File: src/rtl/keypad_pkg.sv
// Shared definitions for the keypad front end: row count and debounce FSM states.
package keypad_pkg;

  localparam int NUM_ROWS = 4;

  typedef enum logic [1:0] {
    IDLE,
    PRESS_WAIT,
    HELD,
    REL_WAIT
  } kbd_db_state_t;

endpackage

File: src/rtl/keypad_debouncer_sync_chain.sv
// Multi-flop synchronizer bringing asynchronous row lines into the clk domain.
module sync_chain #(
  parameter int WIDTH  = 4,
  parameter int STAGES = 2
) (
  input  logic             clk,
  input  logic             reset_n,
  input  logic [WIDTH-1:0] data_i,
  output logic [WIDTH-1:0] data_o
);

  logic [WIDTH-1:0] stage_q [STAGES];

  always_ff @(posedge clk or negedge reset_n) begin
    if (!reset_n) begin
      for (int i = 0; i < STAGES; i++) begin
        stage_q[i] <= '0;
      end
    end else begin
      stage_q[0] <= data_i;
      for (int i = 1; i < STAGES; i++) begin
        stage_q[i] <= stage_q[i-1];
      end
    end
  end

  assign data_o = stage_q[STAGES-1];

endmodule

File: src/rtl/keypad_debouncer.sv
// Keypad row debouncer: synchronizes the raw rows, then qualifies presses and
// releases with DB_COUNT consecutive matching samples taken on sample_en.
module keypad_debouncer
  import keypad_pkg::*;
#(
  parameter int SYNC_STAGES = 2,
  parameter int DB_COUNT    = 4
) (
  input  logic                clk,
  input  logic                reset_n,
  input  logic                sample_en,
  input  logic [NUM_ROWS-1:0] rows_raw,
  output logic [NUM_ROWS-1:0] rows_clean,
  output logic                key_down,
  output logic                press_pulse,
  output logic                release_pulse
);

  localparam int CNT_W = $clog2(DB_COUNT + 1);
  localparam logic [CNT_W-1:0] CNT_DONE = CNT_W'(DB_COUNT);
  localparam logic [CNT_W-1:0] CNT_ONE  = CNT_W'(1);

  logic [NUM_ROWS-1:0] sync;
  kbd_db_state_t       state_q;
  logic [NUM_ROWS-1:0] cand_q;
  logic [CNT_W-1:0]    cnt_q;
  logic [CNT_W-1:0]    cnt_inc;
  logic [NUM_ROWS-1:0] rows_clean_q;
  logic                key_down_q;
  logic                press_q;
  logic                release_q;

  sync_chain #(
    .WIDTH  (NUM_ROWS),
    .STAGES (SYNC_STAGES)
  ) u_sync (
    .clk     (clk),
    .reset_n (reset_n),
    .data_i  (rows_raw),
    .data_o  (sync)
  );

  assign cnt_inc = cnt_q + CNT_ONE;

  // Outputs are updated alongside the state so nothing combinational reaches a port.
  always_ff @(posedge clk or negedge reset_n) begin
    if (!reset_n) begin
      state_q      <= IDLE;
      cand_q       <= '0;
      cnt_q        <= '0;
      rows_clean_q <= '0;
      key_down_q   <= 1'b0;
      press_q      <= 1'b0;
      release_q    <= 1'b0;
    end else begin
      press_q   <= 1'b0;
      release_q <= 1'b0;
      if (sample_en) begin
        case (state_q)
          IDLE: begin
            if (sync != '0) begin
              cand_q  <= sync;
              cnt_q   <= CNT_ONE;
              state_q <= PRESS_WAIT;
            end
          end
          PRESS_WAIT: begin
            if (sync == '0) begin
              state_q <= IDLE;
              cnt_q   <= '0;
            end else if (sync == cand_q) begin
              if (cnt_inc == CNT_DONE) begin
                state_q      <= HELD;
                rows_clean_q <= cand_q;
                key_down_q   <= 1'b1;
                press_q      <= 1'b1;
                cnt_q        <= '0;
              end else begin
                cnt_q <= cnt_inc;
              end
            end else begin
              cand_q <= sync;
              cnt_q  <= CNT_ONE;
            end
          end
          HELD: begin
            if (sync != cand_q) begin
              state_q <= REL_WAIT;
              cnt_q   <= CNT_ONE;
            end
          end
          REL_WAIT: begin
            // A returning match is contact bounce; any other code counts toward release.
            if (sync == cand_q) begin
              state_q <= HELD;
              cnt_q   <= '0;
            end else if (cnt_inc == CNT_DONE) begin
              state_q      <= IDLE;
              rows_clean_q <= '0;
              cand_q       <= '0;
              key_down_q   <= 1'b0;
              release_q    <= 1'b1;
              cnt_q        <= '0;
            end else begin
              cnt_q <= cnt_inc;
            end
          end
          default: begin
            state_q <= IDLE;
            cnt_q   <= '0;
          end
        endcase
      end
    end
  end

  assign rows_clean    = rows_clean_q;
  assign key_down      = key_down_q;
  assign press_pulse   = press_q;
  assign release_pulse = release_q;

endmodule

File: config.mk
export PLATFORM = sky130hd
export DESIGN_NAME = keypad_debouncer
export DESIGN_NICKNAME = d
export VERILOG_FILES = /design/src/rtl/keypad_pkg.sv /design/src/rtl/keypad_debouncer_sync_chain.sv /design/src/rtl/keypad_debouncer.sv
export SDC_FILE = /design/constraint.sdc
export NUM_CORES = 1
export LEC_CHECK = 0
export CORE_MARGIN = 2
export CORE_UTILIZATION = 40
export CTS_CLUSTER_DIAMETER = 60
export CTS_CLUSTER_SIZE = 24
export DETAILED_ROUTE_END_ITERATION = 8
export PLACE_DENSITY = 0.6
export SYNTH_ARGS = -nofsm -noshare
export SYNTH_HDL_FRONTEND = slang
export SYNTH_SLANG_ARGS = --single-unit
File: constraint.sdc
create_clock -name clk -period 2.04 [get_ports clk]
set_input_delay 0.306 -clock clk [delete_from_list [all_inputs] [get_ports clk]]
set_output_delay 0.306 -clock clk [all_outputs]
set_load 0.02 [all_outputs]
# After elaboration in Yosys (flattened, before gate mapping)
# Index checks and enable logic that the tools add are counted.
dict set report totals {
  register_bits 24
  output_inout_bits 7
  wordCells 75
}
dict set report classes {
  add_sub_neg 1
  n_eq_ne 17
  mux 39
  reduce_logical 9
}
# op n
set ops {}
lappend ops {{$mux W4} 8}
lappend ops {{$mux W3} 6}
lappend ops {{$ne A2 B2 Y1 const B} 8}
lappend ops {{$mux W2} 7}
lappend ops {{$reduce_and A7 Y1} 2}
lappend ops {{$mux W1} 13}
lappend ops {{$pmux W3 S4} 1}
lappend ops {{$pmux W4 S3} 1}
lappend ops {{$ne A3 B3 Y1 const B} 3}
lappend ops {{$pmux W2 S4} 1}
lappend ops {{$pmux W4 S2} 1}
lappend ops {{$reduce_and A6 Y1} 1}
lappend ops {{$eq A2 B2 Y1 const B} 2}
lappend ops {{$eq A4 B4 Y1} 1}
lappend ops {{$logic_not A4 Y1} 1}
lappend ops {{$ne A4 B4 Y1} 1}
lappend ops {{$reduce_bool A4 Y1} 1}
lappend ops {{$add A3 B1 Y3 const B} 1}
lappend ops {{$eq A3 B3 Y1 const B} 1}
lappend ops {{$reduce_and A3 Y1} 1}
lappend ops {{$reduce_bool A3 Y1} 1}
lappend ops {{$eq A2 B1 Y1 const B} 1}
lappend ops {{$logic_not A2 Y1} 1}
lappend ops {{$pmux W1 S2} 1}
lappend ops {{$reduce_bool A2 Y1} 1}

# Depth between registers and ports, before layout
# Gate-level depths: netlist of run 1.
dict set report logic_depth {
  ltp_word 7
  mapped_depth 7
  ltp_nobuf 7
}

# Modules after synthesis
# A second synthesis of run 1 with hierarchy kept.
dict set report hier_totals {
  cells_unflattened 95
  hier_area_um2 1139.8
}
# mod instances cells_per_inst area_per_inst_um2 seq_area_each_um2
set by_module_without_submodules {}
lappend by_module_without_submodules {keypad_debouncer 1 83 909.6 400.4}
lappend by_module_without_submodules {sync_chain 1 12 230.2 200.2}

# Least setup slack after synthesis of run 1
# Ideal clock, no wire load.
dict set report synth_path {
  path_type {register to register}
  startpoint {register cnt_q[0]}
  endpoint {register rows_clean_q[0], in the netlist rows_clean[0]}
  setup_ns 0.125
  arrival_ns 1.760
  t_required_ns 1.915
  path_slack_ns 0.155
  stages_incl_launch_ff 7
  path_buffers 0
  period_less_slack_ns 1.885
  cell_sequence {dfrtp_1 -> ha_1 -> xor2_1 -> nand3_1 -> nor4_1 -> nor2_2 -> mux2_4}
}
dict set report synth_between {
  elab_chain_len 4
  elab_cells_between_ends 5
  classes_between {add/sub (1); eq/ne (3); reduce/logical (1)}
}
# item line
set synth_lines {}
lappend synth_lines {{from (decl)} keypad_debouncer.sv:26} ;# logic [CNT_W-1:0] cnt_q;
lappend synth_lines {{from (signal assigned)} keypad_debouncer.sv:79} ;# cnt_q <= cnt_inc;
lappend synth_lines {{from (signal assigned)} keypad_debouncer.sv:105} ;# cnt_q <= cnt_inc;
lappend synth_lines {{$add A3 B1 Y3 (*)} keypad_debouncer.sv:43} ;# assign cnt_inc = cnt_q + CNT_ONE;
lappend synth_lines {{$eq A3 B3 Y1 (*)} {keypad_debouncer.sv:72, keypad_debouncer.sv:97}}
lappend synth_lines {{$ne A2 B2 Y1 (no source line)} n/a}
lappend synth_lines {{$reduce_and A7 Y1 (no source line) (*)} n/a}
lappend synth_lines {{to (signal assigned)} keypad_debouncer.sv:74} ;# rows_clean_q <= cand_q;
lappend synth_lines {{to (decl)} keypad_debouncer.sv:28} ;# logic [NUM_ROWS-1:0] rows_clean_q;
# Mark *: on every way between the ends. The rest lies on a longest branch, timed or not.
# A chain may end at the register's enable or synchronous reset.

# Worst setup path after layout of run 1
dict set report layout_path {
  startpoint {register cnt_q[0]}
  endpoint {register rows_clean_q[3], in the netlist rows_clean[3]}
}
# The elaborated chain is that of the path after synthesis.

==> reports/metrics.csv, run 1 <==
stage,metric,value,unit
worst_hold_path,Hold Path Class,primary input to async pin,
power,Logic pwr share,0.427,
critical_path,start point of the critical path,cnt_q[0],
placed_design,"worst slack, placed",86.8,ps
critical_path,Critical Path Source Type,register,
cells_and_area,n_diodes,0,
route,First-pass DRT Iterations,4,
grt,pin count of the biggest net entering global routing,25,
cells_and_area,multi-input logic area,573,um^2
timing,setup ws final,138,ps
cells_and_area,Final Core Density,0.525,
grt,vias in the first global route,811,
timing,Worst-Margin Slew,295,ps
floorplanning,Die Wd,58.5,um
floorplanning,row count,19,
power,Power Internal,1.11,mW
yosys,post-synthesis async set-or-reset flop share,1.00,
floorplanning,Die H,58.5,um
cells_and_area,Reg area,601,um^2
critical_path,crit-path cells,ha_1 -> xor2_1 -> nand3_2 -> nor4_2 -> nor2_2 -> mux2_4,
run_status,status,completed,
floorplanning,core area,0.00278,mm^2
grt,global-route usage over all layers,0.146,
yosys,syn_nets,111,
timing,FMAX,0.526,GHz
critical_path,CP max-delay cell,dfrtp_1,
timing,Setup-failing EPs final,0,
route,total routed wirelength,2.16,mm
timing,Slew Limit Fails,0,
route,via count,800,
timing,Hold Fails Final Rpt,0,
cells_and_area,fin nets,134,
grt,first-pass GRT wire length,3.76,mm
timing,Final Skew,1.58,ps
yosys,top-area cell type share of the netlist area,0.506,
cts,clk sinks,24,
power,clock share of power,0.201,
cells_and_area,area delta synth->final,22.9,%
cells_and_area,share of layout cells above drive strength 1,0.202,
yosys,post-synth cell types,37,
yosys,"count leader, synth",dfrtp_1,
yosys,ranking of synthesized cells by area,"dfrtp_1, ha_1, mux2_4",
yosys,YS warnings,0,
critical_path,FF-to-FF Start,cnt_q[0],
critical_path,"delay-heaviest family, CP",simple AND/OR/NAND/NOR gates,
timing,Tmin final,1900,ps
cts,htree depth,1,
yosys,largest area contributor in the netlist,dfrtp_1,
route,Final ANT Viol Nets,0,
floorplanning,Die Footprint,0.00342,mm^2
cts,"Clk Latency, worst-skew pair",320,ps
power,Switching Fraction,0.357,
yosys,syn avg cell area,12.2,um^2
power,power per cell area,1190,mW/mm^2
critical_path,CP required,2260,ps
timing,fin crit share,0.932,
cts,Post-CTS Setup Bufs,0,
yosys,Synth top cells by count,"dfrtp_1, ha_1, a22o_1, nor2_1",
yosys,Yosys reg bits,24,
power,Flop pwr share,0.372,
cts,Clock Tree Buf Depth,2,
cts,CTS Root Buffer Type,clkbuf_4,
timing,RSZ-0062 raised after global routing,false,
floorplanning,boundary pin count,14,
critical_path,max incr delay on CP,430,ps
placed_design,hpwl dp,1.68,mm
critical_path,CP endpoint kind,register,
grt,Congestion Overflow GR,0,
placed_design,GPL Wtd Cong,0.811,
cts,TritonCTS buffer count,3,
cts,Worst-path clk slew,130,ps
critical_path,CP Buf/Inv Count,0,
yosys,Post-synth EDFFs,0,
yosys,dominant synthesized flop cell,dfrtp_1,
cts,TritonCTS clock tree,yes,
timing,Rel. slew slack,0.801,
route,average wire per standard cell,14.4,um
placed_design,PortBufs,13,
power,P_leak,0.646,nW
power,Switch Pwr,0.619,mW
route,Vias/cell,5.33,
route,DRC,0,
yosys,"Cell Area, Synth",0.00119,mm^2
job,Max-Cap Viols,0,
yosys,Synth Instances,97,
grt,initial antenna violation count,0,
critical_path,peak fanout along the critical path,4,
route,DRC marker count from the first detailed-route iteration,22,
yosys,part of the Yosys area used for sequential elements,0.506,
power,maximum vdd ir drop,0.636,mV
cells_and_area,FILL cells,259,
critical_path,crit path kind,register to register,
floorplanning,Starting Density,0.427,
timing,final setup TNS,0,ps
critical_path,critical path arrival,2130,ps
## placed cells by master (no fill, tap or decap), drive strengths merged, types with 2 or more instances in the layout
cell type	synthesis	routed
o21ai	6	6
buf	1	7
and2	2	2
nand2b	2	2
clkbuf	1	3
nor2	6	6
xnor2	4	4
nor4	2	2
ha	7	7
mux2	4	4
dfrtp	24	24
o31ai	2	2
nand2	2	2
nor2b	4	4
o22a	2	2
a21o	2	2
a21oi	3	3
inv	3	3
clkdlybuf4s50	0	13
a22o	5	5
## worst register-to-register path: stages, from the launching register on
cell     delay [ps]
dfrtp_1         430
ha_1            240
xor2_1          260
nand3_2         150
nor4_2          290
nor2_2          130
mux2_4          310
## power by group through the flow
stage                     Clock, mW  Combinational (mW)  Sequential, mW
after floorplan                   0               0.526           0.636
after global placement            0               0.719           0.650
after detailed placement          0               0.728           0.656
after CTS                     0.357               0.734           0.646
after global routing          0.376               0.831           0.660
final                         0.348               0.740           0.645
## what timing repair did
action	in CTS	in global routing
gates resized for setup	0	3
hold buffers	0	0
endpoints found under the setup margin	0	4
## kinds of logic after synthesis
logic type                 Yosys count  synth area share
xor gates and xnor gates             5            0.0369
DFF                                 24             0.506
muxes                                5            0.0590
AOI/OAI and AO/OA                   27             0.182
buffers and inverters                5            0.0221
adders and majority gates            7            0.0738
and+or+nand+nor                     24             0.120
## final timing paths
path / slack [ps] / cells past startpoint / to
worst max register to register: 140 / 6 / rows_clean[3]
worst min-delay path: 310 / 2 / state_q[1]
max in group asynchronous: 1500 / 2 / cnt_q[2]
worst min register to register: 370 / 0 / u_sync.data_o[3]
min in group clk: 370 / 0 / u_sync.data_o[3]
worst max-delay path: 140 / 6 / rows_clean[3]
## area by class of cell
class / count / share of cell area
multi-input combinational: 68 / 0.393
clock buffer: 3 / 0.0154
timing repair buffer: 20 / 0.125
sequential: 24 / 0.412
clock inverter: 1 / 0.0206
tap: 31 / 0.0266
inverter: 3 / 0.00772
## registers in the layout, summed over array words and instances, names as in the netlist
name / count
cnt_q: 3
cand_q: 4
u_sync.data_o: 4
rows_clean: 4
state_q: 2
key_down: 1
press_pulse: 1
release_pulse: 1
u_sync.stage_q: 4
## metrics by stage
stage               power, mW  cells  area [um^2]  hold slack, ps
floorplan                1.16     97         1190            10.4
global placement         1.37    146         1390             333
detailed placement       1.38    146         1390             338
CTS                      1.74    150         1450             321
global route             1.87    150         1460             327
finish                   1.73    150         1460             313
## per-layer routing
layer	global-route usage	wire [um]	up-vias
met5	0	0	-
li1	-	-	400
met3	0.0330	78	4
met4	0.0598	36	0
met1	0.191	1010	378
met2	0.233	1040	18
Power figures use the tool's default switching activity.
==> run 2: changes to the inputs <==
--- a/config.mk
+++ b/config.mk
@@ -6,11 +6,12 @@
 export NUM_CORES = 1
 export LEC_CHECK = 0
 export CORE_MARGIN = 2
-export CORE_UTILIZATION = 40
+export CORE_UTILIZATION = 54
 export CTS_CLUSTER_DIAMETER = 60
 export CTS_CLUSTER_SIZE = 24
 export DETAILED_ROUTE_END_ITERATION = 8
-export PLACE_DENSITY = 0.6
+export PLACE_DENSITY = 0.77
+export RECOVER_POWER = 50
 export SYNTH_ARGS = -nofsm -noshare
 export SYNTH_HDL_FRONTEND = slang
 export SYNTH_SLANG_ARGS = --single-unit
==> constraint.sdc (replaced) <==
create_clock -name clk -period 2.04 [get_ports clk]
set_input_delay 0.306 -clock clk [delete_from_list [all_inputs] [get_ports clk]]
set_output_delay 0.306 -clock clk [all_outputs]
set_load 0.1 [all_outputs]
==> run 2 against run 1 <==
  * Power up 2.0%
  * Cell area down 0.69%
  * Cell count shrank 2.7%
  * Sequential cell count did not move
  * Setup slack got worse by 18 ps
  * Register-to-register slack lost 20 ps
  * Hold slack improved by 49 ps
  * Sequential share of layout area is 0.28 points higher
  * Critical endpoint is now rows_clean[2]
  * Largest cell class unchanged
  * Largest power group unchanged
==> reports/metrics.csv, run 2 (synthesis results as in run 1) <==
stage,metric,value,unit
placed_design,hpwl dp,1.55,mm
critical_path,CP required,2250,ps
placed_design,Placed Cells,142,
cells_and_area,n_diodes,0,
timing,Tmin final,1920,ps
critical_path,critical path arrival,2130,ps
floorplanning,row count,16,
cts,CTS Root Buffer Type,clkbuf_4,
power,Flop pwr share,0.365,
floorplanning,Die Wd,50.9,um
power,Logic pwr share,0.441,
route,First-pass DRT Iterations,4,
critical_path,peak fanout along the critical path,4,
timing,Setup-failing EPs final,0,
timing,Slew Limit Fails,0,
route,total routed wirelength,2.18,mm
job,Max-Cap Viols,0,
critical_path,crit-path cells,ha_1 -> xor2_2 -> nand3_2 -> nor4_2 -> nor2_2 -> mux2_4,
power,Power Internal,1.12,mW
cells_and_area,most frequent cells in the layout,"dfrtp_1, buf_4, ha_1",
cells_and_area,"commonest non-fill, non-tap cell in the layout",dfrtp_1,
grt,pin count of the biggest net entering global routing,25,
critical_path,start point of the critical path,cnt_q[0],
placed_design,GPL Wtd Cong,0.814,
critical_path,flop-to-flop setup slack,120,ps
cts,CTS Hold Buffers Added,0,
power,Switch Pwr,0.649,mW
critical_path,Critical Path Source Type,register,
cts,htree depth,1,
grt,Congestion Overflow GR,0,
route,DRC,0,
cts,"Clk Latency, worst-skew pair",320,ps
grt,vias in the first global route,835,
critical_path,FF-to-FF Start,cnt_q[0],
grt,first-pass GRT wire length,3.70,mm
power,clock share of power,0.194,
floorplanning,Die H,50.9,um
floorplanning,core area,0.00202,mm^2
route,Final ANT Viol Nets,0,
cells_and_area,Final Core Density,0.717,
timing,Final Skew,9.27,ps
timing,Worst-Margin Slew,1240,ps
worst_hold_path,Hold Path Class,register to register,
run_status,status,completed,
placed_design,dpl cell area,0.00137,mm^2
timing,Fin Hold WS,363,ps
timing,fin crit share,0.941,
cells_and_area,area delta synth->final,22.0,%
cts,clk sinks,24,
power,Switching Fraction,0.367,
route,via count,854,
cells_and_area,FILL cells,140,
timing,FMAX,0.521,GHz
timing,Hold Fails Final Rpt,0,
route,Vias/cell,5.85,
timing,RSZ-0062 raised after global routing,false,
power,power per cell area,1220,mW/mm^2
placed_design,PortBufs,13,
cts,Post-CTS Setup Bufs,0,
power,maximum vdd ir drop,0.612,mV
cells_and_area,fin area,0.00145,mm^2
critical_path,crit path kind,register to register,
critical_path,Reg2Reg Depth,6,
route,DRC marker count from the first detailed-route iteration,16,
floorplanning,Starting Density,0.587,
critical_path,reg2reg end,rows_clean[2],
cells_and_area,Non-Filler Instances,146,
critical_path,max incr delay on CP,440,ps
critical_path,CP endpoint kind,register,
cts,Worst-path clk slew,130,ps
grt,initial antenna violation count,0,
critical_path,CP max-delay cell,dfrtp_1,
critical_path,Worst setup endpoint,rows_clean[2],
cts,Clock Tree Buf Depth,2,
route,average wire per standard cell,14.9,um
power,P_leak,0.657,nW
floorplanning,boundary pin count,14,
floorplanning,Die Footprint,0.00259,mm^2
cells_and_area,share of layout cells above drive strength 1,0.261,
cells_and_area,fin nets,134,
grt,global-route usage over all layers,0.190,
timing,final setup TNS,0,ps
cts,TritonCTS clock tree,yes,
timing,Rel. slew slack,0.174,
cts,TritonCTS buffer count,3,
[run 2: cell types whose count changed in the layout (fill, tap and decap cells not counted)]
cell / before / now
buf_4: 7 / 13
clkbuf_1: 0 / 1
clkdlybuf4s50_1: 13 / 1
dlygate4sd3_1: 0 / 5
nor4b_2: 1 / 0
nor4b_4: 0 / 1
xor2_1: 1 / 0
xor2_2: 0 / 1
[run 2: layer usage]
metal	wire length (um)	global-route usage	vias up
met1	978	0.243	421
li1	-	-	398
met2	1050	0.325	30
met4	28	0.0631	0
met5	0	0	-
met3	125	0.0380	5
[run 2: worst min-delay path by stage]
stage                      start  slack [ps]  cells after the start          endpoint
2_1_floorplan            reset_n          10                      0         cand_q[0]
3_3_place_gp   u_sync.stage_q[4]         330                      0  u_sync.data_o[0]
3_5_place_dp   u_sync.stage_q[7]         340                      0  u_sync.data_o[3]
4_1_cts                  reset_n         340                      2     rows_clean[0]
5_1_grt        u_sync.stage_q[4]         370                      0  u_sync.data_o[0]
6_report       u_sync.stage_q[7]         360                      0  u_sync.data_o[3]
[run 2: power groups by stage]
stage / clock [mW] / sequential [mW] / combinational [mW]
after CTS: 0.349 / 0.644 / 0.753
after detailed placement: 0 / 0.654 / 0.736
after global routing: 0.370 / 0.661 / 0.857
after global placement: 0 / 0.646 / 0.719
after floorplan: 0 / 0.651 / 0.526
final: 0.342 / 0.646 / 0.779
[run 2: critical path, delay by kind of cell, from the launching register on]
family / cells / cell delay [ps]
flip-flops: 1 / 440
adder cells (fa/ha/maj): 1 / 270
multiplexers: 1 / 310
XOR/XNOR: 1 / 230
AND/OR/NAND/NOR: 3 / 560
[run 2: final cells by class]
type,count,area (um^2),share of cell area
Tap cell,27,33.8,0.0233
Inverter,3,11.3,0.00777
Timing Repair Buffer,20,161,0.111
Clock inverter,1,30.0,0.0207
Multi-Input combinational cell,68,589,0.407
Sequential cell,24,601,0.415
Clock buffer,3,22.5,0.0155
[run 2: what timing repair did]
action / CTS / global route
gates resized for setup: 0 / 5
setup endpoints to repair: 0 / 6
hold endpoints to repair: 0 / 0
[run 2: metrics by stage]
step / setup WS, ps / power (mW)
2_1_floorplan: 154 / 1.18
3_3_place_gp: 117 / 1.37
3_5_place_dp: 56.6 / 1.39
4_1_cts: 9.62 / 1.75
5_1_grt: 14.5 / 1.89
6_report: 120 / 1.77
==> edit 1: new RTL, config.mk and constraints of run 2 <==
Put one more register stage on the output `rows_clean`. The value now appears one clock later. The other outputs are not delayed to match.
--- a/src/rtl/keypad_debouncer.sv
+++ b/src/rtl/keypad_debouncer.sv
@@ -116,3 +116,5 @@
 
-  assign rows_clean    = rows_clean_q;
+  always_ff @(posedge clk) begin
+    rows_clean <= rows_clean_q;
+  end
   assign key_down      = key_down_q;
Formal check against the unedited RTL: not equivalent (Yosys sat finds a counterexample within 10 cycles, from zero or initial values and one cycle with reset_n low).
==> edit 1 against run 2 <==
Power grew 9.3%. Setup slack got worse by 0.090 ns. Non-clock buffer count rose by 9. Design area increased by 9.5%. Sequential cell count is 4 higher. Largest cell class unchanged. Area after synthesis up 2.6%. Synthesized cell count up 1.0%. Routed wire length rose by 7.6%. Clock power increased by 7.6%. Critical path type unchanged. Clock skew is 0.0031 ns higher. Worst hold slack improved by 0.0050 ns.
==> edit 1: results (changes against run 2) <==
- Outcome: finished clean (unchanged).
- The setup slack of the most critical reg-to-reg path came to 0.03 ns (was 0.12 ns).
- The first-pass GRT wire length came to 3820 microns (was 3700 microns).
- The reg-to-reg critical path endpoint was state_q[1] (was rows_clean[2]).
- The met2 wire length is 1200 microns (was 1050 microns).
- The detailed placement HPWL is 1650 microns (was 1550 microns).
- The ratio of cells with drive above 1 in the final layout is 30.5% (was 26.1%).
- The signal arrival time at the worst endpoint came to 2.25 ns (was 2.13 ns).
- The number of global-route vias before repair is 857 (was 835).
- The cell count after placement is 151 (was 142).
- The clock latency reported for the late side of the worst-skew pair is 0.34 ns (was 0.32 ns).
- The highest achievable clock rate is 498 MHz (was 521 MHz).
- The count of non-filler cells in the finished layout came to 156 (was 146).
- The wire length on met1 is 992 microns (was 978 microns).
- The worst hold path endpoint is u_sync.data_o[1] (was u_sync.data_o[3]).
- The met1 usage in global routing is 23.8% (was 24.3%).
- The stage delay of the slowest cell on the critical path is 0.61 ns (was 0.44 ns).
- The largest vdd supply drop is 0.687 mV (was 0.612 mV).
- The worst-path cell with the longest stage delay was sky130_fd_sc_hd__or4_4 (was sky130_fd_sc_hd__dfrtp_1).
- The violation count after the first detailed-route iteration is 6 (was 16).
- The global-route track usage on met3 came to 2.59% (was 3.80%).
- The post-placement worst setup slack is -0.0567 ns (was 0.0566 ns).
- The net count of the finished layout is 143 (was 134).
- The minimum hold slack came to 0.368 ns (was 0.363 ns).
- The logic depth of the worst register-to-register path is 5 (was 6).
- The total global routing track utilization is 19.9% (was 19.0%).
- The mean post-synth cell area is 12.4 sq um (was 12.2 sq um).
- The number of nets in the synthesized netlist is 112 (was 111).
- The met3 wirelength from detailed routing was 95 microns (was 125 microns).
- The normalized max-slew margin came to 17.8% (was 17.4%).
- The source of the worst hold timing path was u_sync.stage_q[5] (was u_sync.stage_q[7]).
- The number of distinct library cell variants in the gate-level netlist after synthesis is 32 (was 37).
- The global placement routability congestion is 0.809 (was 0.814).
- The total length of routed wires is 2350 microns (was 2180 microns).
-- edit 1: report_power, final --
part / internal, mW / leakage [nW] / total [mW] / switching [mW]
sequential: 0.641 / 0.331 / 0.713 / 0.0726
combinational: 0.418 / 0.386 / 0.850 / 0.432
clock: 0.199 / 0.0279 / 0.368 / 0.169
total: 1.26 / 0.745 / 1.93 / 0.674
-- edit 1: final cells by class --
| class | instances | area (sq um) |
|---|---|---|
| clock inverters | 1 | 30.0 |
| repair buffers | 29 | 229 |
| clock buffers | 3 | 22.5 |
| flip-flops and latches | 28 | 681 |
| inverters | 4 | 15.0 |
| well taps | 28 | 35.0 |
| multi-input cells | 63 | 574 |
| fillers | 157 | 583 |
-- edit 1: kinds of logic (layout without fill, tap and decap cells) --
kind of cell | count (synthesis) | after routing | synth area share (%)
DFF | 28 | 28 | 55.9
adders and majority gates | 7 | 7 | 7.19
and+or+nand+nor | 25 | 25 | 12.6
xor gates and xnor gates | 5 | 5 | 3.59
AOI/OAI and AO/OA | 18 | 18 | 11.2
buffers and inverters | 7 | 37 | 2.16
muxes | 8 | 8 | 7.39
-- edit 1: how the worst max path moves through the flow --
| stage | from | to | slack [ns] | cells past startpoint |
|---|---|---|---|---|
| after detailed placement | state_q[1] | cand_q[3] | -0.06 | 7 |
| after CTS | cand_q[1] | cnt_q[2] | 0.03 | 7 |
| after global routing | u_sync.data_o[0] | state_q[1] | -0.04 | 5 |
| after floorplan | u_sync.data_o[0] | state_q[1] | 0.02 | 6 |
| final | u_sync.data_o[0] | state_q[1] | 0.03 | 5 |
| after global placement | u_sync.data_o[0] | state_q[1] | 0.01 | 4 |
-- edit 1: what timing repair did --
item | in CTS | in global routing
gates resized for setup | 3 | 6
setup endpoints to repair | 6 | 11
pin swaps | 0 | 2
buffers inserted | 0 | 1
==> edit 2: new RTL, config.mk and constraints of run 2 <==
Made on the original files. The package constant `NUM_ROWS` goes from 4 to 6.
--- a/src/rtl/keypad_pkg.sv
+++ b/src/rtl/keypad_pkg.sv
@@ -3,3 +3,3 @@
 
-  localparam int NUM_ROWS = 4;
+  localparam int NUM_ROWS = 6;
 
Ports: changed (resized rows_clean and rows_raw); port bits go from 14 to 18. The function was not compared with the original's and may differ.
==> edit 2 against run 2 <==
The run now ends with negative setup slack left. Largest cell class unchanged. Combinational power increased by 23%. Setup slack got worse by 0.16 ns. Via count increased by 16%. Synthesized cell count increased by 22%. Sequential cell count increased by 8. Power increased by 23%. Clock skew increased by 0.0037 ns. Critical path type unchanged. Design area increased by 28%. Count of clock-buffer cells in the layout increased by 2. Routed wire length increased by 15%. Area after synthesis increased by 28%. Final cell count increased by 26%. Worst hold slack got worse by 0.0083 ns. Non-clock buffer count increased by 8.
==> edit 2: results (changes against run 2) <==
- The clock latency reported for the late side of the worst-skew pair is 0.35 ns (was 0.32 ns).
- The number of diodes is 0 (unchanged).
- The worst-path cell with the longest stage delay is sky130_fd_sc_hd__or4_4 (was sky130_fd_sc_hd__dfrtp_1).
- Cells taking the most area after synthesis: sky130_fd_sc_hd__dfrtp_1 (53%), sky130_fd_sc_hd__mux2_2 (9.7%), sky130_fd_sc_hd__ha_1 (5.8%) (was sky130_fd_sc_hd__dfrtp_1 (51%), sky130_fd_sc_hd__ha_1 (7.4%), sky130_fd_sc_hd__mux2_4 (5.1%)).
- The number of global-route vias before repair came to 1005 (was 835).
- The worst hold path endpoint is u_sync.data_o[5] (was u_sync.data_o[3]).
- The setup clock skew after layout came to 0.0130 ns (was 0.00927 ns).
- The source of the worst hold timing path is u_sync.stage_q[11] (was u_sync.stage_q[7]).
- The post-placement worst setup slack was -0.0320 ns (was 0.0566 ns).
- The final reports fail on negative setup slack.
- The global placement routability congestion is 0.910 (was 0.814).
- The normalized max-slew margin is 49.6% (was 17.4%).
- The global-route met2 utilization is 26.4% (was 32.5%).
- The logic depth of the worst register-to-register path is 5 (was 6).
- The final-layout fill cell count is 214 (was 140).
- Top cells by instance count after synthesis: sky130_fd_sc_hd__dfrtp_1 (32), sky130_fd_sc_hd__nor2b_1 (14), sky130_fd_sc_hd__mux2_2 (13) (was sky130_fd_sc_hd__dfrtp_1 (24), sky130_fd_sc_hd__ha_1 (7), sky130_fd_sc_hd__a22o_1 (5), sky130_fd_sc_hd__nor2_1 (5)).
- The number of nets in the synthesized netlist is 134 (was 111).
- The stage delay of the slowest cell on the critical path was 0.57 ns (was 0.44 ns).
- The violation count after the first detailed-route iteration is 22 (was 16).
- The minimum hold slack was 0.354 ns (was 0.363 ns).
- The total of endpoints with negative setup slack in the final report is 6 (was 0).
- The met1 usage in global routing was 21.5% (was 24.3%).
- The count of non-filler cells in the finished layout is 184 (was 146).
- The least setup slack across all paths after layout was -0.0371 ns (was 0.120 ns).
- The timing endpoint of the critical path is rows_clean[0] (was rows_clean[2]).
- The mean post-synth cell area is 12.9 sq um (was 12.2 sq um).
- The net count of the finished layout came to 168 (was 134).
- The global-route track usage on met3 was 5.44% (was 3.80%).
- The maximum level of the CTS H-tree is 2 (was 1).
- The total global routing track utilization is 17.5% (was 19.0%).
- Outcome: finished, violations left (was finished clean).
- The largest vdd supply drop is 0.782 mV (was 0.612 mV).
- The total length of routed wires was 2510 microns (was 2180 microns).
- The first-pass GRT wire length is 4240 microns (was 3700 microns).
- The count of buffers inserted at the top-level ports was 17 (was 13).
- The number of distinct library cell variants in the gate-level netlist after synthesis is 33 (was 37).
- The pin count of the biggest net entering global routing is 33 (was 25).
- The cell count after placement is 173 (was 142).
- The post-synthesis sequential area ratio is 52.8% (was 50.6%).
- The largest fanout of any net on the critical path is 7 (was 4).
- The clock transition at the registers of the reported paths is 0.10 ns (was 0.13 ns).
==> edit 2: cell count changes after synthesis, moves of 3 or more <==
cell	delta
sky130_fd_sc_hd__nor2b_1	+10
sky130_fd_sc_hd__xor2_1	+5
sky130_fd_sc_hd__mux2_4	-3
sky130_fd_sc_hd__xnor2_1	-3
sky130_fd_sc_hd__o21ai_0	-4
sky130_fd_sc_hd__dfrtp_1	+8
sky130_fd_sc_hd__a22o_1	-3
sky130_fd_sc_hd__mux2_2	+13
==> edit 2: cell families after synthesis <==
group | synth area share, %
compound gates | 10.1
fa+ha+maj | 5.78
simple gates | 14.8
buf+inv | 1.24
flops | 52.8
xor+xnor | 4.04
mux | 11.3
==> edit 2: routing by layer <==
layer  part of all wire (%)  vias to the layer above
met4                    2.6                        0
met3                    5.4                        7
met2                     47                       25
li1                       -                      483
met5                      0                        -
met1                     45                      473
==> edit 2: through the flow <==
step	total power [mW]	cell area (sq um)	TNS, ns
floorplan	1.52	1520	0
global placement	1.72	1760	0
detailed placement	1.75	1760	-0.204
CTS	2.16	1840	-0.135
global route	2.32	1860	-1.20
finish	2.17	1860	-0.183
==> edit 2: area by class of cell <==
cell class / count / share of cell area, %
repair buffers: 28 / 12.2
inverters: 4 / 0.808
clock inverters: 3 / 1.28
clock buffers: 5 / 2.02
multi-input cells: 81 / 38.5
well taps: 31 / 2.09
flip-flops and latches: 32 / 43.1
==> edit 2: timing repair <==
item	CTS	global route
cloned	0	0
pin swaps	0	0
gates resized for setup	0	4
endpoints found under the setup margin	14	16
buffers inserted	3	0
==> edit 2: power by group <==
part	total (mW)	internal [mW]	switching, mW	leakage (nW)
Combinational	0.958	0.441	0.517	0.439
Sequential	0.843	0.750	0.0928	0.399
Clock	0.368	0.135	0.233	0.0274
Total	2.17	1.33	0.843	0.865
